### src/rtl/mem_ctrl.sv
// mem_ctrl: arbitrates the byte-wide RAM port between instruction fetch, LSB loads
// and ROB-committed stores; serialises each access into byte transfers.
`ifndef LB
`define LB  6'd1
`define LH  6'd2
`define LW  6'd3
`define LBU 6'd4
`define LHU 6'd5
`define SB  6'd6
`define SH  6'd7
`define SW  6'd8
`endif

module mem_ctrl #(
  parameter int ADDR_W = 32,
  parameter logic [ADDR_W-1:0] IO_ADDR = 32'h30000
) (
  input  logic              clk,
  input  logic              rst,
  input  logic              rdy,
  input  logic              rollback,
  input  logic [7:0]        mem_din,
  output logic [7:0]        mem_dout,
  output logic [ADDR_W-1:0] mem_a,
  output logic              mem_wr,
  input  logic              io_buffer_full,
  input  logic              if_req,
  input  logic [ADDR_W-1:0] if_addr,
  output logic              if_valid,
  output logic [31:0]       if_inst,
  input  logic              load_store_sgn,
  input  logic [5:0]        load_store_op,
  input  logic [ADDR_W-1:0] load_store_addr,
  output logic              begin_real_load,
  output logic              mem_valid,
  output logic [31:0]       mem_res,
  input  logic              store_commit,
  input  logic [5:0]        store_op,
  input  logic [ADDR_W-1:0] store_addr,
  input  logic [31:0]       store_data,
  output logic              finish_store
);

  typedef enum logic [1:0] {IDLE, FETCH, LOAD, STORE} state_t;

  state_t            state;
  logic [2:0]        idx;
  logic [2:0]        nbytes;
  logic [ADDR_W-1:0] base;
  logic [5:0]        ld_op;
  logic [31:0]       rd_buf;
  logic [31:0]       rd_word;

  logic              st_pend;
  logic [5:0]        st_op;
  logic [ADDR_W-1:0] st_addr;
  logic [31:0]       st_data;
  logic              io_stall;

  function automatic logic [2:0] op_bytes(input logic [5:0] op);
    case (op)
      `LB, `LBU, `SB: op_bytes = 3'd1;
      `LH, `LHU, `SH: op_bytes = 3'd2;
      default:        op_bytes = 3'd4;
    endcase
  endfunction

  function automatic logic [31:0] extend(input logic [5:0] op, input logic [31:0] w);
    case (op)
      `LB:     extend = {{24{w[7]}}, w[7:0]};
      `LH:     extend = {{16{w[15]}}, w[15:0]};
      `LBU:    extend = {24'd0, w[7:0]};
      `LHU:    extend = {16'd0, w[15:0]};
      default: extend = w;
    endcase
  endfunction

  function automatic logic [7:0] st_byte(input logic [31:0] d, input logic [2:0] i);
    case (i)
      3'd0:    st_byte = d[7:0];
      3'd1:    st_byte = d[15:8];
      3'd2:    st_byte = d[23:16];
      default: st_byte = d[31:24];
    endcase
  endfunction

  assign io_stall = io_buffer_full && (st_addr >= IO_ADDR);

  // The last byte is taken straight from mem_din in the cycle the result is returned.
  always_comb begin
    rd_word = rd_buf;
    case (nbytes)
      3'd1:    rd_word[7:0]   = mem_din;
      3'd2:    rd_word[15:8]  = mem_din;
      default: rd_word[31:24] = mem_din;
    endcase
  end

  always_ff @(posedge clk or posedge rst) begin
    if (rst) begin
      state           <= IDLE;
      idx             <= 3'd0;
      nbytes          <= 3'd0;
      base            <= '0;
      ld_op           <= 6'd0;
      rd_buf          <= 32'd0;
      mem_a           <= '0;
      mem_dout        <= 8'd0;
      mem_wr          <= 1'b0;
      if_valid        <= 1'b0;
      if_inst         <= 32'd0;
      begin_real_load <= 1'b0;
      mem_valid       <= 1'b0;
      mem_res         <= 32'd0;
      finish_store    <= 1'b0;
      st_pend         <= 1'b0;
      st_op           <= 6'd0;
      st_addr         <= '0;
      st_data         <= 32'd0;
    end else if (rdy) begin
      if_valid        <= 1'b0;
      mem_valid       <= 1'b0;
      begin_real_load <= 1'b0;
      finish_store    <= 1'b0;

      if (store_commit) begin
        st_pend <= 1'b1;
        st_op   <= store_op;
        st_addr <= store_addr;
        st_data <= store_data;
      end

      case (state)
        IDLE: begin
          idx    <= 3'd0;
          rd_buf <= 32'd0;
          if (st_pend) begin
            state    <= STORE;
            st_pend  <= 1'b0;
            nbytes   <= op_bytes(st_op);
            base     <= st_addr;
            mem_a    <= st_addr;
            mem_dout <= st_data[7:0];
            mem_wr   <= !io_stall;
          end else if (load_store_sgn) begin
            state           <= LOAD;
            ld_op           <= load_store_op;
            nbytes          <= op_bytes(load_store_op);
            base            <= load_store_addr;
            mem_a           <= load_store_addr;
            mem_wr          <= 1'b0;
            begin_real_load <= 1'b1;
          end else if (if_req) begin
            state  <= FETCH;
            nbytes <= 3'd4;
            base   <= if_addr;
            mem_a  <= if_addr;
            mem_wr <= 1'b0;
          end else begin
            mem_a  <= '0;
            mem_wr <= 1'b0;
          end
        end

        FETCH, LOAD: begin
          if (rollback) begin
            state <= IDLE;
            mem_a <= '0;
          end else if (idx == nbytes) begin
            state <= IDLE;
            mem_a <= '0;
            if (state == FETCH) begin
              if_valid <= 1'b1;
              if_inst  <= rd_word;
            end else begin
              mem_valid <= 1'b1;
              mem_res   <= extend(ld_op, rd_word);
            end
          end else begin
            case (idx)
              3'd1:    rd_buf[7:0]   <= mem_din;
              3'd2:    rd_buf[15:8]  <= mem_din;
              3'd3:    rd_buf[23:16] <= mem_din;
              default: ;
            endcase
            idx <= idx + 3'd1;
            if ((idx + 3'd1) < nbytes)
              mem_a <= base + ADDR_W'(idx + 3'd1);
          end
        end

        // Committed stores ignore rollback; a stalled IO cycle keeps the byte index.
        STORE: begin
          if (mem_wr) begin
            if ((idx + 3'd1) == nbytes) begin
              state        <= IDLE;
              finish_store <= 1'b1;
              mem_wr       <= 1'b0;
              mem_a        <= '0;
            end else begin
              idx      <= idx + 3'd1;
              mem_a    <= base + ADDR_W'(idx + 3'd1);
              mem_dout <= st_byte(st_data, idx + 3'd1);
              mem_wr   <= !io_stall;
            end
          end else begin
            mem_wr <= !io_stall;
          end
        end

        default: state <= IDLE;
      endcase
    end
  end

endmodule

### config.mk
export PLATFORM = sky130hd
export DESIGN_NAME = mem_ctrl
export DESIGN_NICKNAME = d
export VERILOG_FILES = /design/src/rtl/mem_ctrl.sv
export SDC_FILE = /design/constraint.sdc
export NUM_CORES = 1
export LEC_CHECK = 0
export BUFFER_PORTS_ARGS = -buffer_cell sky130_fd_sc_hd__buf_2
export CAP_MARGIN = 10
export CORE_ASPECT_RATIO = 0.8
export CORE_MARGIN = 2
export CORE_UTILIZATION = 55
export CTS_BUF_LIST = sky130_fd_sc_hd__clkbuf_8
export DETAILED_ROUTE_END_ITERATION = 7
export HOLD_SLACK_MARGIN = 0.15
export PLACE_DENSITY_LB_ADDON = 0.2
export SYNTH_ARGS = -nofsm -noshare
export SYNTH_HDL_FRONTEND = slang
export SYNTH_SLANG_ARGS = --single-unit
### constraint.sdc
create_clock -name clk -period 8.8 [get_ports clk]
set_input_delay 0.44 -clock clk [delete_from_list [all_inputs] [get_ports clk]]
set_output_delay 0.44 -clock clk [all_outputs]
set_load 0.03 [all_outputs]
==> run summary, run 1 <==
Max cap viols: 0
Clk root buf: clkbuf_8
Total GRT Usage: 29.0%
Clk_skew: 0.0151 ns
Vias: 10231
Wirelength per Cell: 19.3 microns
Worst r2r path cells: 8
Most frequent cell after synthesis: dfrtp_1
Die height: 137 microns
Final HPWL DP: 22.3 mm
Total clock sinks: 250
Crit share post-route: 35.7%
Largest family of logic cells by synthesized area: compound AO/OA/AOI/OAI gates
DRT iter0 DRCs: 879
Leak Pwr: 7.20 nW
Ys flop type: dfrtp_1
# IOs: 265
Post-synthesis xor/xnor area fraction: 1.96%
Compound-gate portion of the synthesized area: 14.7%
Max Freq: 0.319 GHz
First-pass GRT wire length: 52.8 mm
Setup ws final: 5.66 ns
Area after DPL: 13600 sq um
Area grow syn2layout: 25.1%
Crit Path Class: register to register
Finished Layout Cells: 1766
Dpl ws: 5.21 ns
Yosys warns: 0
CP Data Arrival Time: 3.54 ns
Min-delay worst type: primary input to register
Setup_tns: 0 ns
Share of layout cells above drive strength 1: 30.7%
RSZ-0062 raised after global routing: no
Relative slew slack: 19.7%
Drt pass-1 iters: 8
Setup-failing EPs final: 0
Crit end category: register
CP Launch Type: register
Post-CTS sizing: 0
Peak supply drop: 208 uV
Post-Syn Instances: 1144
# Post-CTS Setup Buffers: 0
DRC viols: 3
Least-Margin Pin Slew: 1.20 ns
Row cnt: 48
Clock Latency Late Sink: 0.53 ns
Initial Utilization: 56.0%
N_diodes: 0
#FFs+latches synth: 250
Core Footprint: 21600 sq um
Bufs on Longest Clock Path: 3
CTS tree: done
Status: finished with violations
Via/cell ratio: 5.79
Count of final hold-check violations: 0
Power Density: 324 nW/um^2
Synth top area share: 51.8%
Post-Synth Adder-Cell Area: 1.82%
Initial antenna violation count: 2
Failing checks: DRC
Remaining global-route overflow: 0
Dominant cell type by area after synthesis: dfrtp_1
Simple-Gate Fraction of Synth Area: 12.6%
Synthesized Nets: 1317
Post-DRT Antenna Nets: 0
Die span in x: 170 microns
Min cycle time layout: 3.14 ns
Port-buffer cells: 264
Mux cell area share after synthesis: 14.2%
Max-slew violation count: 0
Vias in the first global route: 9853
Synth cell types: 64
Synth cell count leaders: dfrtp_1, nand2_1, mux2_2
H-tree depth: 2
Post-synthesis sequential area ratio: 51.8%
Post-Syn Area: 12100 sq um
Placed Instances: 1626
Syn_area_per_cell: 10.6 sq um
Area contributors post-synth: dfrtp_1, mux2_2, nand2_1, mux2i_1, o21ai_0
Post-synth EDFFs: 0
Largest net degree at the start of global routing: 102
Final Cell Area: 15100 sq um
Die ar.: 23200 sq um
Nets: 1635
Final wirelength: 34.1 mm
Worst Path Required: 9.21 ns
Post-synthesis async set-or-reset flop share: 100%
Critical-path maximum fanout: 30
Worst-path clk slew: 0.06 ns
Num CTS Buffers: 41
Worst Hold Depth: 2
Placer Congestion: 0.835
==> state kept, by name, summed over array words and instances (netlist names), 2 cells and up <==
name and flops:
mem_dout 8, nbytes 3, mem_a 32, mem_res 32, st_data 32, st_addr 32
if_inst 32, idx 3, st_op 6, state 2, base 32, rd_buf 24
ld_op 6
==> per-stage QoR <==
step                      hold WS [ns]  utilization [%]  power, mW
final                            0.170             70.1       4.90
after global routing             0.159             70.1       5.20
after CTS                        0.151             70.0       4.89
after detailed placement         0.464             63.2       3.85
after global placement           0.458             63.2       3.79
after floorplan                  0.450                -       3.23
==> final timing paths <==
| check | endpoint | slack, ns | start |
|---|---|---|---|
| max | mem_res[21] | 5.66 | state[0] |
| min reg2reg | if_inst[9] | 0.48 | if_inst[9] |
| max reg2reg | mem_res[21] | 5.66 | state[0] |
| max in group asynchronous | if_inst[28] | 6.69 | rst |
| min | st_op[3] | 0.17 | store_op[3] |
| min in group asynchronous | if_inst[9] | 0.58 | rst |
==> worst max-delay path: stages (launching register included) <==
cell,delay [ns]
dfrtp_1,0.38
inv_1,0.07
ha_1,0.94
nand3b_1,0.13
nor4_1,0.46
o211ai_2,0.35
nor2_1,0.32
buf_4,0.27
a21oi_1,0.09
==> layout make-up <==
cell class                 count  area, sq um
sequential                   250         6260
inverter                      21         86.3
timing repair buffer         346         2100
clock inverter                21          114
tap                          275          344
clock buffer                  51          702
multi-input combinational    802         5510
fill                        1643         6440
==> placed cells by master, fill, tap and decap left out, drive strengths merged, types with 8 or more instances in the layout <==
cell and count:
a222oi 8, a21oi 53, buf 279, nand4 13, xor2 19, a32o 16
mux2i 52, o21ai 103, dfrtp 250, mux2 106, and2 8, nand3 8
nor4 8, inv 35, ha 16, o22a 9, a211oi 8, and3 9
nand2b 14, a2bb2oi 8, o211ai 8, clkbuf 51, dlygate4sd3 67, nand2 175
nor2 55, xnor2 8, a31oi 12, a32oi 13
==> where the power goes <==
| group | internal, mW | switching, mW |
|---|---|---|
| logic | 0.753 | 1.33 |
| clock network | 0.550 | 0.466 |
| registers | 1.51 | 0.284 |
| total | 2.81 | 2.08 |
==> layer usage <==
metal / GRT usage (%) / part of all wire [%] / vias up
met1: 42.8 / 46 / 5014
met4: 8.17 / 1.8 / 4
met2: 43.9 / 45 / 393
met3: 5.96 / 7.5 / 54
met5: 0 / 0.070 / -
li1: - / - / 4766
==> cell families after synthesis <==
kind of cell | Yosys count
DFF | 250
muxes | 158
adders and majority gates | 17
buffers and inverters | 92
xor gates and xnor gates | 27
and+or+nand+nor | 328
AOI/OAI and AO/OA | 272
==> repair_timing <==
action                                  CTS  global route
endpoints found under the setup margin    0             0
hold endpoints to repair                163             2
hold buffers                             65             2
(Power assumes the default switching activity.)
==> run 2, diff against run 1 <==
--- a/config.mk
+++ b/config.mk
@@ -9,7 +9,7 @@
 export CAP_MARGIN = 10
 export CORE_ASPECT_RATIO = 0.8
 export CORE_MARGIN = 2
-export CORE_UTILIZATION = 55
+export CORE_UTILIZATION = 51
 export CTS_BUF_LIST = sky130_fd_sc_hd__clkbuf_8
 export DETAILED_ROUTE_END_ITERATION = 7
 export HOLD_SLACK_MARGIN = 0.15
==> constraint.sdc (replaced) <==
create_clock -name clk -period 2.8 [get_ports clk]
set_input_delay 0.14 -clock clk [delete_from_list [all_inputs] [get_ports clk]]
set_output_delay 0.14 -clock clk [all_outputs]
set_load 0.03 [all_outputs]
==> run summary, run 2 (same netlist as run 1, synthesis figures left out) <==
Status: complete, no violations
Largest net degree at the start of global routing: 71 (-30%)
Setup-failing EPs final: 0 (unchanged)
Layout Utilization: 69.8% (-0.26 points)
Setup_tns: 0 ns (unchanged)
Dpl ws: 0.0481 ns (-5.16 ns)
Buf/Inv on CP: 3 (+1)
Die span in x: 176 microns (+3.8%)
Bufs on Longest Clock Path: 3 (unchanged)
Crit end category: register
Placed Instances: 1686 (+3.7%)
Max cap viols: 0 (unchanged)
Initial antenna violation count: 0 (-2)
Final wirelength: 37.4 mm (+9.6%)
Num CTS Buffers: 42 (+2.4%)
Hold Slack: 0.188 ns (+0.0183 ns)
Die height: 142 microns (+3.7%)
DRT iter0 DRCs: 873 (-0.68%)
Crit path max-delay family: adder cells
Vias: 10710 (+4.7%)
Final HPWL DP: 23.9 mm (+6.9%)
Worst Path Required: 3.26 ns (-5.95 ns)
CP max stage cell: dfrtp_1
Total GRT Usage: 29.2% (+0.23 points)
CP Launch Type: register
Core Footprint: 23300 sq um (+8.2%)
Commonest non-fill, non-tap cell in the layout: buf_2
Drt pass-1 iters: 5 (-3)
Nets: 1746 (+6.8%)
Flop2flop setup slack: 0.13 ns (-5.53 ns)
Count of final hold-check violations: 0 (unchanged)
Post-DRT Antenna Nets: 0 (unchanged)
Die ar.: 24900 sq um (+7.6%)
Most frequent cells in the layout: buf_2, dfrtp_1, nand2_1
CP Data Arrival Time: 3.13 ns (-0.41 ns)
DRC viols: 0 (-3)
Clk root buf: clkbuf_8
Vias in the first global route: 10683 (+8.4%)
CTS tree: done
Crit-path cells: buf_4, ha_1, ha_4, inv_1, ha_1, nand2_1, o21ai_0, a21o_1, buf_4, nand2_1, o211ai_1
Least-Margin Pin Slew: 0.788 ns (-0.414 ns)
Area grow syn2layout: 34.9%
Row cnt: 50 (+4.2%)
Crit Path Class: register to register
Max Freq: 0.375 GHz (+18%)
Min cycle time layout: 2.67 ns (-0.469 ns)
Placer Congestion: 0.894 (+7.1%)
Filler cells: 1746 (+6.3%)
Worst-path clk slew: 0.06 ns (about the same)
Clock Latency Late Sink: 0.54 ns (about the same)
Finished Layout Cells: 1910 (+8.2%)
Total clock sinks: 250 (unchanged)
# IOs: 265 (unchanged)
Max-slew violation count: 0 (unchanged)
Port-buffer cells: 264 (unchanged)
Crit share post-route: 95.3% (+60 points)
H-tree depth: 2 (unchanged)
Power Density: 969 nW/um^2 (+200%)
Peak supply drop: 483 uV (+130%)
Initial Utilization: 51.8% (-4.3 points)
Leak Pwr: 7.69 nW (+6.8%)
N_diodes: 0 (unchanged)
Setup ws final: 0.131 ns (-5.53 ns)
Critical-path maximum fanout: 23 (-23%)
Relative slew slack: 47.4% (+28 points)
Via/cell ratio: 5.61 (-3.2%)
Clk_skew: 0.0202 ns (+0.00512 ns)
Wirelength per Cell: 19.6 microns (+1.4%)
CP peak stage delay: 0.39 ns (-0.55 ns)
Min-delay worst type: primary input to register
Share of layout cells above drive strength 1: 30.4% (-0.30 points)
Remaining global-route overflow: 0 (unchanged)
First-pass GRT wire length: 57.6 mm (+9.2%)
==> run 2: cell count changes in the layout (fill, tap and decap cells not counted), moves of 2 or more <==
cell / change
buf_4: +15
o21ai_1: +2
inv_1: -2
dlygate4sd3_1: +86
buf_12: +7
clkinvlp_4: +2
o21ai_0: -2
==> run 2: tightest hold or removal path, stage by stage <==
cell and delay [ns]:
buf_2 0.09, o21ai_0 0.09, and3_1 0.23, mux2i_1 0.13
==> run 2: cell type report <==
cell class	count	area, sq um	area share (%)
inverter	21	82.6	0.507
tap	312	390	2.40
timing repair buffer	456	3250	20.0
clock inverter	19	87.6	0.537
clock buffer	50	688	4.22
multi-input combinational	802	5540	34.0
sequential	250	6260	38.4
==> run 2: path summary, 6_finish.rpt <==
kind | cells past startpoint | end | startpoint
setup / recovery | 11 | mem_a[13] | idx[0]
hold / removal | 4 | idx[1] | rollback
setup reg to reg | 11 | mem_a[13] | idx[0]
hold reg to reg | 2 | if_inst[2] | if_inst[2]
max in group asynchronous | 4 | if_inst[6] | rst
min in group asynchronous | 3 | mem_res[11] | rst
==> run 2: repair_timing <==
action / CTS / global route
setup buffers: 0 / 1
gates resized for setup: 0 / 8
hold buffers: 153 / 0
endpoints found under the setup margin: 0 / 35
hold endpoints to repair: 199 / 0
==> run 2: per-layer routing <==
| metal | vias to the layer above | part of all wire, % | global-route usage [%] |
|---|---|---|---|
| li1 | 4970 | - | - |
| met1 | 5205 | 44 | 42.0 |
| met2 | 453 | 46 | 45.6 |
| met3 | 82 | 6.9 | 5.31 |
| met4 | 0 | 2.5 | 9.00 |
| met5 | - | 0 | 0 |
==> run 2: power breakdown <==
group / switching, mW / internal, mW / total (mW) / leakage (nW)
sequential: 0.927 / 4.75 / 5.67 / 3.15
clock: 1.47 / 1.61 / 3.08 / 0.445
combinational: 4.34 / 2.71 / 7.04 / 4.10
total: 6.73 / 9.06 / 15.8 / 7.69
==> run 2: metrics by stage <==
| stage | area (sq um) | total power [mW] |
|---|---|---|
| 3_3_place_gp | 13900 | 12.1 |
| 6_report | 16300 | 15.8 |
| 3_5_place_dp | 13900 | 12.3 |
| 2_1_floorplan | 12100 | 10.2 |
| 4_1_cts | 16200 | 15.6 |
| 5_1_grt | 16300 | 16.7 |
==> run 3, diff against run 2 <==
--- a/config.mk
+++ b/config.mk
@@ -8,12 +8,11 @@
 export BUFFER_PORTS_ARGS = -buffer_cell sky130_fd_sc_hd__buf_2
 export CAP_MARGIN = 10
 export CORE_ASPECT_RATIO = 0.8
-export CORE_MARGIN = 2
 export CORE_UTILIZATION = 51
 export CTS_BUF_LIST = sky130_fd_sc_hd__clkbuf_8
 export DETAILED_ROUTE_END_ITERATION = 7
 export HOLD_SLACK_MARGIN = 0.15
-export PLACE_DENSITY_LB_ADDON = 0.2
+export PLACE_DENSITY = 0.8
 export SYNTH_ARGS = -nofsm -noshare
 export SYNTH_HDL_FRONTEND = slang
 export SYNTH_SLANG_ARGS = --single-unit
==> run summary, run 3 (same netlist as run 1, synthesis figures left out) <==
Crit end category: register
CP Launch Type: register
Hold Path Origin: if_addr[20]
Area grow syn2layout: 34.3%
Clock Power Share: 20.8% (+1.3 points)
CP max stage cell: or4_4
Die span in x: 174 microns (-1.1%)
Switching power total: 6.70 mW (-0.47%)
Bufs on Longest Clock Path: 3 (unchanged)
Final wirelength: 37.1 mm (-0.61%)
Worst Path Required: 3.28 ns (+0.02 ns)
Clock Latency Late Sink: 0.55 ns (about the same)
Setup-failing EPs final: 0 (unchanged)
First-pass GRT wire length: 59.5 mm (+3.4%)
Share of layout cells above drive strength 1: 30.2% (-0.22 points)
Total GRT Usage: 31.0% (+1.7 points)
Via/cell ratio: 5.79 (+3.2%)
Max Freq: 0.374 GHz (-0.26%)
Crit path top cell by count: inv_1
Commonest non-fill, non-tap cell in the layout: buf_2
Min-delay worst type: primary input to register
Buf/Inv on CP: 2 (-1)
Combinational share of power: 43.4% (-1.2 points)
Total clock sinks: 250 (unchanged)
Crit-path cells: inv_1, ha_1, inv_1, fa_1, a21oi_1, or4_4, or4_1, a21bo_1, a21oi_2
Crit path max-delay family: simple AND/OR/NAND/NOR gates
Clk_skew: 0.0323 ns (+0.0120 ns)
CP peak stage delay: 0.55 ns (+0.16 ns)
Port-buffer cells: 264 (unchanged)
Final HPWL DP: 23.5 mm (-1.4%)
Sequential Power Share: 35.7% (-0.2 points)
Least-Margin Pin Slew: 0.816 ns (+0.0279 ns)
Crit Path Class: register to register
Remaining global-route overflow: 0 (unchanged)
Core Footprint: 22900 sq um (-2.0%)
Grt peak-use layer: met2
Nets: 1733 (-0.74%)
Critical-path maximum fanout: 6 (-74%)
Storage element area: 6260 sq um (unchanged)
DRC viols: 0 (unchanged)
H-tree depth: 2 (unchanged)
Crit share post-route: 95.6% (+0.25 points)
Final Power: 15.9 mW (+0.65%)
Count of final hold-check violations: 0 (unchanged)
Power Density: 980 nW/um^2 (+1.1%)
Net Sw Frac: 42.1% (-0.47 points)
Internal: 9.20 mW (+1.5%)
Multi-input logic area: 5530 sq um (-0.20%)
Status: complete, no violations
Vias in the first global route: 11313 (+5.9%)
Die height: 140 microns (-1.4%)
Area after DPL: 13800 sq um (-0.66%)
Relative slew slack: 45.2% (-2.2 points)
Drt pass-1 iters: 7 (+2)
Setup_tns: 0 ns (unchanged)
Vias: 10976 (+2.5%)
# IOs: 265 (unchanged)
Row cnt: 49 (-2.0%)
Max-slew violation count: 0 (unchanged)
Largest net degree at the start of global routing: 115 (+62%)
Clk root buf: clkbuf_8
Reg2reg start: idx[0]
CTS tree: done
Wirelength per Cell: 19.6 microns (about the same)
RSZ-0062 raised after global routing: no
Leak Pwr: 7.67 nW (-0.38%)
M2 GR Usage: 50.2% (+4.6 points)
Post-DRT Antenna Nets: 0 (unchanged)
Num CTS Buffers: 41 (-2.4%)
CP Data Arrival Time: 3.16 ns (+0.03 ns)
Setup crit start: idx[0]
Placer Congestion: 0.885 (-1.0%)
Initial antenna violation count: 1 (+1)
Final Cell Area: 16200 sq um (-0.48%)
M3 GR Usage: 5.82% (+0.51 points)
Initial Utilization: 52.8% (+1.1 points)
Worst-path clk slew: 0.06 ns (about the same)
Most frequent cells in the layout: buf_2, dfrtp_1, nand2_1
Min cycle time layout: 2.68 ns (+0.00691 ns)
Max cap viols: 0 (unchanged)
Met1 Use GR: 40.6% (-1.4 points)
Peak supply drop: 531 uV (+9.9%)
DRT iter0 DRCs: 917 (+5.0%)
Filler cells: 1564 (-10%)
Die ar.: 24300 sq um (-2.5%)
==> run 3: cell count changes in the layout (fill, tap and decap cells not counted), sizes merged <==
| cell | before | now |
|---|---|---|
| buf | 302 | 294 |
| bufinv | 0 | 1 |
| clkbuf | 51 | 55 |
| clkinv | 4 | 3 |
| clkinvlp | 3 | 2 |
| diode | 0 | 1 |
| dlygate4sd3 | 153 | 150 |
==> run 3: path summary, 6_finish.rpt <==
path	endpoint	slack, ns	cells past startpoint
max	mem_a[30]	0.12	9
min	base[20]	0.16	4
max reg2reg	mem_a[30]	0.12	9
min reg2reg	mem_dout[7]	0.47	2
max in group asynchronous	st_data[27]	1.65	4
min in group asynchronous	rd_buf[14]	0.20	3
==> run 3: metal layers <==
| metal | up-vias | routed length, microns |
|---|---|---|
| met5 | - | 0 |
| met4 | 0 | 1420 |
| met3 | 111 | 2830 |
| met2 | 556 | 17700 |
| met1 | 5353 | 15100 |
| li1 | 4956 | - |
==> run 3: power groups by stage <==
stage	registers [mW]	clock network [mW]	logic (mW)
finish	5.68	3.31	6.90
global route	5.81	3.53	7.50
CTS	5.64	3.36	6.77
detailed placement	5.69	0	6.55
global placement	5.66	0	6.33
floorplan	6.53	0	3.63
==> run 3: worst min-delay path, cell delays in order <==
cell     delay [ns]
buf_2          0.09
mux2i_1        0.05
o21ai_0        0.24
mux2_2         0.16
==> run 3: stage by stage <==
step | instances | hold slack [ns] | setup slack [ns] | util [%]
6_report | 1897 | 0.161 | 0.124 | 70.9
4_1_cts | 1895 | 0.151 | 0.0386 | 70.8
5_1_grt | 1897 | 0.212 | 0.0117 | 70.9
2_1_floorplan | 1144 | 0.270 | -0.628 | -
3_5_place_dp | 1672 | 0.203 | 0.0594 | 60.5
3_3_place_gp | 1672 | 0.203 | 0.162 | 60.5
==> run 3: what timing repair did <==
item,in CTS,in global routing
hold endpoints to repair,315,0
hold buffers,150,0
buffers inserted,0,1
endpoints found under the setup margin,0,28
resized for setup,0,6
==> run 3: final cells by class <==
cell class / instances / share of cell area [%]
sequential: 250 / 38.6
timing repair buffer: 444 / 19.2
clock buffer: 55 / 4.67
antenna: 1 / 0.0154
multi-input combinational: 802 / 34.1
clock inverter: 18 / 0.617
tap: 306 / 2.36
inverter: 21 / 0.509
